--- src/rtl/adc_view_sequencer.sv ---
// View sequencer for the ADC display path: steps mode/source from buttons or an
// auto-scan timer, blanks for a settle window, then captures the muxed value.
module adc_view_sequencer #(
  parameter int SCAN_CYCLES   = 100_000_000,
  parameter int SETTLE_CYCLES = 16
) (
  input  logic        clk,
  input  logic        reset_n,
  input  logic        mode_step,
  input  logic        src_step,
  input  logic        auto_en,
  input  logic        hold,
  input  logic [15:0] value_in,
  output logic [1:0]  display_mode,
  output logic [1:0]  adc_sel,
  output logic [15:0] disp_value,
  output logic        blank,
  output logic        view_changed
);

  localparam int SCAN_W   = (SCAN_CYCLES > 1) ? $clog2(SCAN_CYCLES) : 1;
  localparam int SETTLE_W = (SETTLE_CYCLES > 1) ? $clog2(SETTLE_CYCLES) : 1;
  localparam logic [SCAN_W-1:0]   SCAN_LAST   = SCAN_W'(SCAN_CYCLES - 1);
  localparam logic [SETTLE_W-1:0] SETTLE_LAST = SETTLE_W'(SETTLE_CYCLES - 1);

  typedef enum logic {
    ST_SETTLE = 1'b0,
    ST_SHOW   = 1'b1
  } state_t;

  state_t              state_q, state_d;
  logic [1:0]          mode_q, mode_d;
  logic [1:0]          src_q, src_d;
  logic [15:0]         disp_q, disp_d;
  logic                blank_q, blank_d;
  logic                vc_q, vc_d;
  logic [SETTLE_W-1:0] settle_cnt_q, settle_cnt_d;
  logic [SCAN_W-1:0]   scan_cnt_q, scan_cnt_d;
  logic                manual_step;
  logic                auto_tick;
  logic                view_change;

  // Both mode and source count modulo 3; code 3 can never be produced.
  function automatic logic [1:0] wrap3(input logic [1:0] v);
    return (v >= 2'd2) ? 2'd0 : v + 2'd1;
  endfunction

  always_comb begin
    state_d      = state_q;
    mode_d       = mode_q;
    src_d        = src_q;
    disp_d       = disp_q;
    blank_d      = blank_q;
    vc_d         = 1'b0;
    settle_cnt_d = settle_cnt_q;
    scan_cnt_d   = scan_cnt_q;

    manual_step = (mode_step | src_step) & ~hold;
    auto_tick   = (state_q == ST_SHOW) & auto_en & ~hold & (scan_cnt_q == SCAN_LAST);
    view_change = manual_step | auto_tick;

    if ((state_q == ST_SHOW) && !hold) begin
      disp_d = value_in;
    end

    // A manual step pre-empts a coincident auto tick.
    if (manual_step) begin
      if (mode_step) mode_d = wrap3(mode_q);
      if (src_step)  src_d  = wrap3(src_q);
    end else if (auto_tick) begin
      src_d = wrap3(src_q);
      if (src_q == 2'd2) mode_d = wrap3(mode_q);
    end

    if (view_change) begin
      vc_d         = 1'b1;
      state_d      = ST_SETTLE;
      blank_d      = 1'b1;
      settle_cnt_d = '0;
      scan_cnt_d   = '0;
    end else begin
      case (state_q)
        ST_SETTLE: begin
          blank_d = 1'b1;
          if (settle_cnt_q == SETTLE_LAST) begin
            state_d      = ST_SHOW;
            blank_d      = 1'b0;
            settle_cnt_d = '0;
          end else begin
            settle_cnt_d = settle_cnt_q + 1'b1;
          end
        end
        default: begin
          blank_d = 1'b0;
        end
      endcase

      if (!auto_en) begin
        scan_cnt_d = '0;
      end else if (!hold && (state_q == ST_SHOW)) begin
        scan_cnt_d = scan_cnt_q + 1'b1;
      end
    end
  end

  always_ff @(posedge clk or negedge reset_n) begin
    if (!reset_n) begin
      state_q      <= ST_SETTLE;
      mode_q       <= 2'd0;
      src_q        <= 2'd0;
      disp_q       <= 16'd0;
      blank_q      <= 1'b1;
      vc_q         <= 1'b0;
      settle_cnt_q <= '0;
      scan_cnt_q   <= '0;
    end else begin
      state_q      <= state_d;
      mode_q       <= mode_d;
      src_q        <= src_d;
      disp_q       <= disp_d;
      blank_q      <= blank_d;
      vc_q         <= vc_d;
      settle_cnt_q <= settle_cnt_d;
      scan_cnt_q   <= scan_cnt_d;
    end
  end

  assign display_mode = mode_q;
  assign adc_sel      = src_q;
  assign disp_value   = disp_q;
  assign blank        = blank_q;
  assign view_changed = vc_q;

endmodule

--- config.mk ---
export PLATFORM = sky130hd
export DESIGN_NAME = adc_view_sequencer
export DESIGN_NICKNAME = d
export VERILOG_FILES = /design/src/rtl/adc_view_sequencer.sv
export SDC_FILE = /design/constraint.sdc
export NUM_CORES = 1
export LEC_CHECK = 0
export ABC_AREA = 1
export BUFFER_PORTS_ARGS = -buffer_cell sky130_fd_sc_hd__buf_2
export CAP_MARGIN = 20
export CORE_ASPECT_RATIO = 0.75
export CORE_MARGIN = 3
export CORE_UTILIZATION = 39
export CTS_CLUSTER_DIAMETER = 150
export CTS_CLUSTER_SIZE = 8
export DETAILED_ROUTE_END_ITERATION = 8
export MAX_ROUTING_LAYER = met4
export PLACE_DENSITY_LB_ADDON = 0.05
export SLEW_MARGIN = 20
export SYNTH_ARGS = -nofsm -noshare
export SYNTH_HDL_FRONTEND = slang
export SYNTH_SLANG_ARGS = --single-unit
--- constraint.sdc ---
create_clock -name clk -period 2 [get_ports clk]
set_clock_uncertainty 0.15 [all_clocks]
set_input_delay 0.1 -clock clk [delete_from_list [all_inputs] [get_ports clk]]
set_output_delay 0.1 -clock clk [all_outputs]
set_load 0.02 [all_outputs]
==> summary.txt, run 1 <==
status - finished clean
RSZ-0062 raised after global routing - yes
number of I/O pins - 44
synth cell count leaders - nand2_1, nor2_1, dfrtp_1
total track usage - 17.20%
Avg Synthesized Cell Area - 7.829 um^2
Fin Setup TNS - 0 ns
sink of the worst hold path - disp_value[0]
count leader, synth - nand2_1
P per Cell Area - 655.4 mW/mm^2
Max-slew headroom - 64.61%
Seq pwr share - 54.4%
hold path startpoint - hold
clock latency on the worst-skew pair - 0.31 ns
RePlAce Congestion - 0.9149
WHS Path Cells - 4
site row count - 26
worst endpoint required time - 2.08 ns
antenna viol nets, final - 0
path depth of the worst reg2reg path - 8
global-route wire length before repair - 11290 um
root buffer cell - clkbuf_8
cts bufs inserted - 5
RR Startpoint - scan_cnt_q[0]
clk buf depth - 2
post-synth top area share - 46.80%
die extent in x - 104.4 um
Worst setup EP type - register
DR vias/cell - 4.682
DRC violations left - 0
CTS Sinks - 54
Synthesized Nets - 386
TritonRoute pass-1 iters - 4
Distinct cells, synth - 31
P_int - 1.602 mW
Logic pwr share - 17.4%
sw frac - 29.57%
CTS tree - yes
number of global-route vias before repair - 2372
slowest CP cell - dfrtp_1
pre-CTS WS - 0.07522 ns
initial antenna violation count - 0
Switch Pwr - 0.6726 mW
post-synthesis sequential area ratio - 47.73%
post-synth top area cell - dfrtp_1
grt ovf - 0
final worst slack - 0.1446 ns
crit-path max FO - 14
Leakage - 1.658 nW
critical path startpoint category - register
EDFF count, synth - 0
Initial Util - 40.90%
final hold slack - 0.01981 ns
Final period util - 92.77%
WP buf/inv - 1
Hold Path Class - in -> reg
crit path kind - reg -> reg
Multi-input gate area - 0.001316 mm^2
routed via count - 2472
max cap viols - 0
synth warn - 0
top post-synthesis cells by area - dfrtp_1, nand2_1, nor2_1
final setup fails - 0
DP HPWL - 4637 um
delay-heaviest family, CP - simple AND/OR/NAND/NOR gates
initial DRC count - 133
largest net degree at the start of global routing - 33
Filler cells - 715
routed len/inst - 12.51 um
Clk pwr share - 28.2%
min cycle time layout - 1.855 ns
Clock Pin Slew Worst Setup and Hold Paths - 0.10 ns
port buffer count - 43
Worst-Margin Slew - 0.5309 ns
placed cells - 501
Syn Inst Count - 362
reg2reg end - scan_cnt_q[8]
WL final - 6607 um
die area - 0.008336 mm^2
final core occ - 50.09%
Layout Nets - 453
Syn Std Cell Area - 0.002834 mm^2
final instance count without filler cells - 528
#FFs+latches synth - 54
register area - 0.001353 mm^2
antenna cells - 0
ys async rst share - 100.0%
CP arrival - 1.94 ns
CP peak stage delay - 0.41 ns
maximum vdd drop - 0.0003233 V
Crit path depth - 8
Peak Freq - 0.5390 GHz
CP Cell Sequence - ha_1 -> inv_1 -> nor2_4 -> nand2_2 -> nor2_1 -> nand2_2 -> nand3_4 -> nor3_1
Pins Over Slew Limit - 0
Area Overhead vs Synth - 22.47%
Reg2Reg Setup Slack - 0.14 ns
count of final hold-check violations - 0
ys flop type - dfrtp_1
core area - 0.006929 mm^2
most frequent CP cell - nand2_2
H-tree depth - 2
Die H - 79.83 um
layout cell share with drive strength beyond 1 - 17.67%
-- final cells by class --
cell class	instances	share of cell area [%]
repair buffers	66	12.83
inverters	37	4.001
well taps	98	3.533
flip-flops and latches	54	38.97
clock inverters	2	0.3605
clock buffers	6	2.379
multi-input cells	265	37.92
-- timing repair --
action	4_1_cts	5_1_grt
setup buffers	0	0
hold buffers	18	0
endpoints found under the setup margin	0	16
gates resized for setup	0	1
hold endpoints to repair	40	0
-- placed cells by master, fill, tap and decap left out --
master           n
or2_1            1
nor2_2           1
nand2_4          1
inv_1           34
clkinvlp_4       1
nor3_1          13
buf_4            4
buf_12           1
nor2_4           3
clkinv_2         1
nand3b_1         1
dfrtp_1         53
buf_2           43
nor3_4           1
o21ai_0          2
o21bai_1         2
a21oi_1          6
nand2_1        111
dfstp_2          1
nand3_2          1
nand4_1         18
o21ai_1          2
nor2_8           1
dlygate4sd3_1   18
nand2_2          3
ha_1             2
nand3_4          2
nor3_2           1
clkbuf_8         6
nor2_1          54
nand3_1         22
xor2_1          11
inv_2            3
xnor2_1          4
or2_2            2
-- metal layers --
layer | GRT usage (%) | vias to the layer above | wire length, um | share of wire [%]
met2 | 25.84 | 62 | 2876 | 44
li1 | - | 1280 | - | -
met3 | 2.749 | 8 | 402 | 6.1
met4 | 4.781 | 0 | 69 | 1.0
met5 | - | - | 0 | 0
met1 | 24.22 | 1122 | 3259 | 49
-- kinds of logic after synthesis --
family	synth area share, %
AO/OA/AOI/OAI	2.296
XOR/XNOR	4.636
adder cells (fa/ha/maj)	0.8829
buffers and inverters	6.446
flip-flops	47.73
AND/OR/NAND/NOR	38.01
-- metrics by stage --
stage | total power [mW] | area (um^2)
detailed placement | 1.631 | 3178
global placement | 1.623 | 3178
finish | 2.275 | 3471
CTS | 2.302 | 3453
floorplan | 1.477 | 2834
global route | 2.414 | 3471
-- state kept, by name, summed over array words and instances, names as in the netlist --
name	flops
display_mode	2
state_q	1
view_changed	1
scan_cnt_q	27
blank	1
disp_value	16
adc_sel	2
settle_cnt_q	4
-- worst max path at each step --
stage | from | end | slack (ns)
after floorplan | scan_cnt_q[0] | scan_cnt_q[9] | 0.37
after global placement | scan_cnt_q[0] | scan_cnt_q[8] | 0.14
after detailed placement | scan_cnt_q[0] | scan_cnt_q[8] | 0.08
after CTS | scan_cnt_q[0] | scan_cnt_q[8] | 0.05
after global routing | scan_cnt_q[0] | scan_cnt_q[8] | -0.009
final | scan_cnt_q[0] | scan_cnt_q[8] | 0.14
-- tightest hold or removal path: stages --
cell and delay, ns:
buf_2 0.16, nor2_8 0.09, nand2_1 0.06, nand2_1 0.04
-- power groups by stage --
stage,logic (mW),registers [mW],clock network [mW]
after CTS,0.398,1.24,0.665
after global routing,0.444,1.25,0.718
after global placement,0.367,1.26,0
final,0.395,1.24,0.642
after detailed placement,0.372,1.26,0
after floorplan,0.137,1.34,0
No activity file was read; power rests on OpenSTA's default activity.
==> run 2, diff against run 1 <==
--- a/config.mk
+++ b/config.mk
@@ -9,7 +9,7 @@
 export BUFFER_PORTS_ARGS = -buffer_cell sky130_fd_sc_hd__buf_2
 export CAP_MARGIN = 20
 export CORE_ASPECT_RATIO = 0.75
-export CORE_MARGIN = 3
+export CORE_MARGIN = 2
 export CORE_UTILIZATION = 39
 export CTS_CLUSTER_DIAMETER = 150
 export CTS_CLUSTER_SIZE = 8
==> constraint.sdc (replaced) <==
create_clock -name clk -period 1.8 [get_ports clk]
set_clock_uncertainty 0.15 [all_clocks]
set_input_delay 0.09 -clock clk [delete_from_list [all_inputs] [get_ports clk]]
set_output_delay 0.09 -clock clk [all_outputs]
set_load 0.02 [all_outputs]
==> run 2 against run 1 <==
Combinational power up 15%. First-iteration DRC count unchanged. Sequential power up 10%. Critical path depth up 2. Register-to-register slack worse by 0.05 ns. Setup slack worse by 0.048 ns. Core utilization up 4.0 points. Die area down 4.4%. Total power up 13%. Sequential share of layout area down 2.8 points. Routed wire length up 7.9%. Cell area up 7.9%. Largest cell class is now multi-input gates. Largest power group unchanged.
==> summary.txt, run 2 (same netlist as run 1, synthesis figures left out) <==
initial antenna violation count - 0 (unchanged)
antenna cells - 0 (unchanged)
final worst slack - 0.09693 ns (was 0.1446 ns)
port buffer count - 43 (unchanged)
Hold Path Class - in -> reg (unchanged)
final instance count without filler cells - 556 (was 528)
Reg2Reg Setup Slack - 0.1 ns (was 0.14 ns)
global-route wire length before repair - 11850 um (was 11290 um)
Clock Pin Slew Worst Setup and Hold Paths - 0.11 ns (was 0.10 ns)
number of I/O pins - 44 (unchanged)
crit-path max FO - 4 (was 14)
count of final hold-check violations - 0 (unchanged)
CP arrival - 1.81 ns (was 1.94 ns)
DRC violations left - 0 (unchanged)
maximum vdd drop - 0.0003149 V (was 0.0003233 V)
reg2reg end - scan_cnt_q[20] (was scan_cnt_q[8])
Layout Nets - 481 (was 453)
layout cell share with drive strength beyond 1 - 24.67% (was 17.67%)
Max-slew headroom - 75.63% (was 64.61%)
commonest non-fill, non-tap cell in the layout - nand2_1 (unchanged)
DP HPWL - 4801 um (was 4637 um)
initial DRC count - 133 (unchanged)
critical path startpoint category - register (unchanged)
crit path kind - reg -> reg (unchanged)
sink of the worst hold path - scan_cnt_q[18] (was disp_value[0])
TritonRoute pass-1 iters - 4 (unchanged)
P per Cell Area - 684.2 mW/mm^2 (was 655.4 mW/mm^2)
pre-CTS WS - 0.01170 ns (was 0.07522 ns)
site row count - 26 (unchanged)
most frequent cells in the layout - nand2_1, dfrtp_1, nor2_1 (was nand2_1, nor2_1, dfrtp_1)
routed via count - 2583 (was 2472)
antenna viol nets, final - 0 (unchanged)
root buffer cell - clkbuf_8 (unchanged)
Power Total - 2.563 mW (was 2.275 mW)
WL final - 7127 um (was 6607 um)
cts bufs inserted - 5 (unchanged)
routed len/inst - 12.82 um (was 12.51 um)
die extent in x - 102.4 um (was 104.4 um)
max cap viols - 0 (unchanged)
hold path startpoint - auto_en (was hold)
Final period util - 94.62% (was 92.77%)
Die H - 77.83 um (was 79.83 um)
Worst-Margin Slew - 0.3655 ns (was 0.5309 ns)
Area Overhead vs Synth - 32.19% (was 22.47%)
max reg flops - 27 (unchanged)
total track usage - 19.65% (was 17.20%)
WHS Path Cells - 3 (was 4)
RePlAce Congestion - 0.8769 (was 0.9149)
clk buf depth - 2 (unchanged)
placed cells - 511 (was 501)
CTS Sinks - 54 (unchanged)
DR vias/cell - 4.646 (was 4.682)
largest register by flop count - scan_cnt_q (unchanged)
core area - 0.006929 mm^2 (unchanged)
Peak Freq - 0.5872 GHz (was 0.5390 GHz)
RSZ-0062 raised after global routing - yes (unchanged)
Pins Over Slew Limit - 0 (unchanged)
worst endpoint required time - 1.91 ns (was 2.08 ns)
Initial Util - 40.90% (unchanged)
grt ovf - 0 (unchanged)
die area - 0.007972 mm^2 (was 0.008336 mm^2)
largest net degree at the start of global routing - 41 (was 33)
number of global-route vias before repair - 2463 (was 2372)
H-tree depth - 2 (unchanged)
RR Startpoint - scan_cnt_q[0] (unchanged)
Leakage - 1.838 nW (was 1.658 nW)
clock latency on the worst-skew pair - 0.32 ns (was 0.31 ns)
final setup fails - 0 (unchanged)
Worst setup EP type - register (unchanged)
CTS tree - yes (unchanged)
min cycle time layout - 1.703 ns (was 1.855 ns)
path depth of the worst reg2reg path - 10 (was 8)
status - finished clean (unchanged)
[run 2: where the power goes]
group	internal, mW	switching, mW
clock	0.292	0.444
combinational	0.177	0.276
sequential	1.30	0.0727
[run 2: area by class of cell]
class | instances | area [um^2]
Clock buffer | 5 | 68.82
Clock inverter | 3 | 28.78
Fill cell | 687 | 3183
Inverter | 37 | 143.9
Multi-Input combinational cell | 267 | 1385
Sequential cell | 54 | 1354
Tap cell | 98 | 122.6
Timing Repair Buffer | 92 | 643.1
[run 2: critical path, stage by stage (launching register included)]
cell and delay [ns]:
dfrtp_1 0.39, ha_1 0.15, inv_1 0.06, nor2_4 0.13, nand2_2 0.08, buf_4 0.14
nor2_4 0.15, nand3_4 0.11, o21bai_1 0.14, nand2_1 0.07, nor2_1 0.08
[run 2: how the worst max path moves through the flow]
stage | from | to | cells after the start
after floorplan | scan_cnt_q[0] | scan_cnt_q[9] | 9
after global placement | scan_cnt_q[0] | scan_cnt_q[8] | 8
after detailed placement | scan_cnt_q[0] | scan_cnt_q[2] | 8
after CTS | scan_cnt_q[0] | scan_cnt_q[20] | 8
after global routing | scan_cnt_q[1] | scan_cnt_q[20] | 10
final | scan_cnt_q[0] | scan_cnt_q[20] | 10
[run 2: repair_timing]
item / 4_1_cts / 5_1_grt
resized for setup: 0 / 16
buffers inserted: 0 / 15
setup endpoints to repair: 2 / 31
endpoints found under the hold margin: 73 / 0
pin swaps: 1 / 9
hold buffers: 19 / 0
gates cloned: 1 / 2
[run 2: through the flow]
step	area, um^2	utilization [%]	setup TNS, ns	hold slack (ns)
2_1_floorplan	2834	-	0	-0.3556
3_3_place_gp	3253	46.95	0	-0.1201
3_5_place_dp	3253	46.95	0	-0.1206
4_1_cts	3551	51.25	0	0.03509
5_1_grt	3746	54.06	-0.08603	0.03435
6_report	3746	54.06	0	0.04100
[run 2: routing by layer]
layer / wire length (um) / GRT usage (%)
met1: 3714 / 29.04
met2: 2965 / 27.91
met3: 377 / 3.784
met4: 70 / 4.400
met5: 0 / -
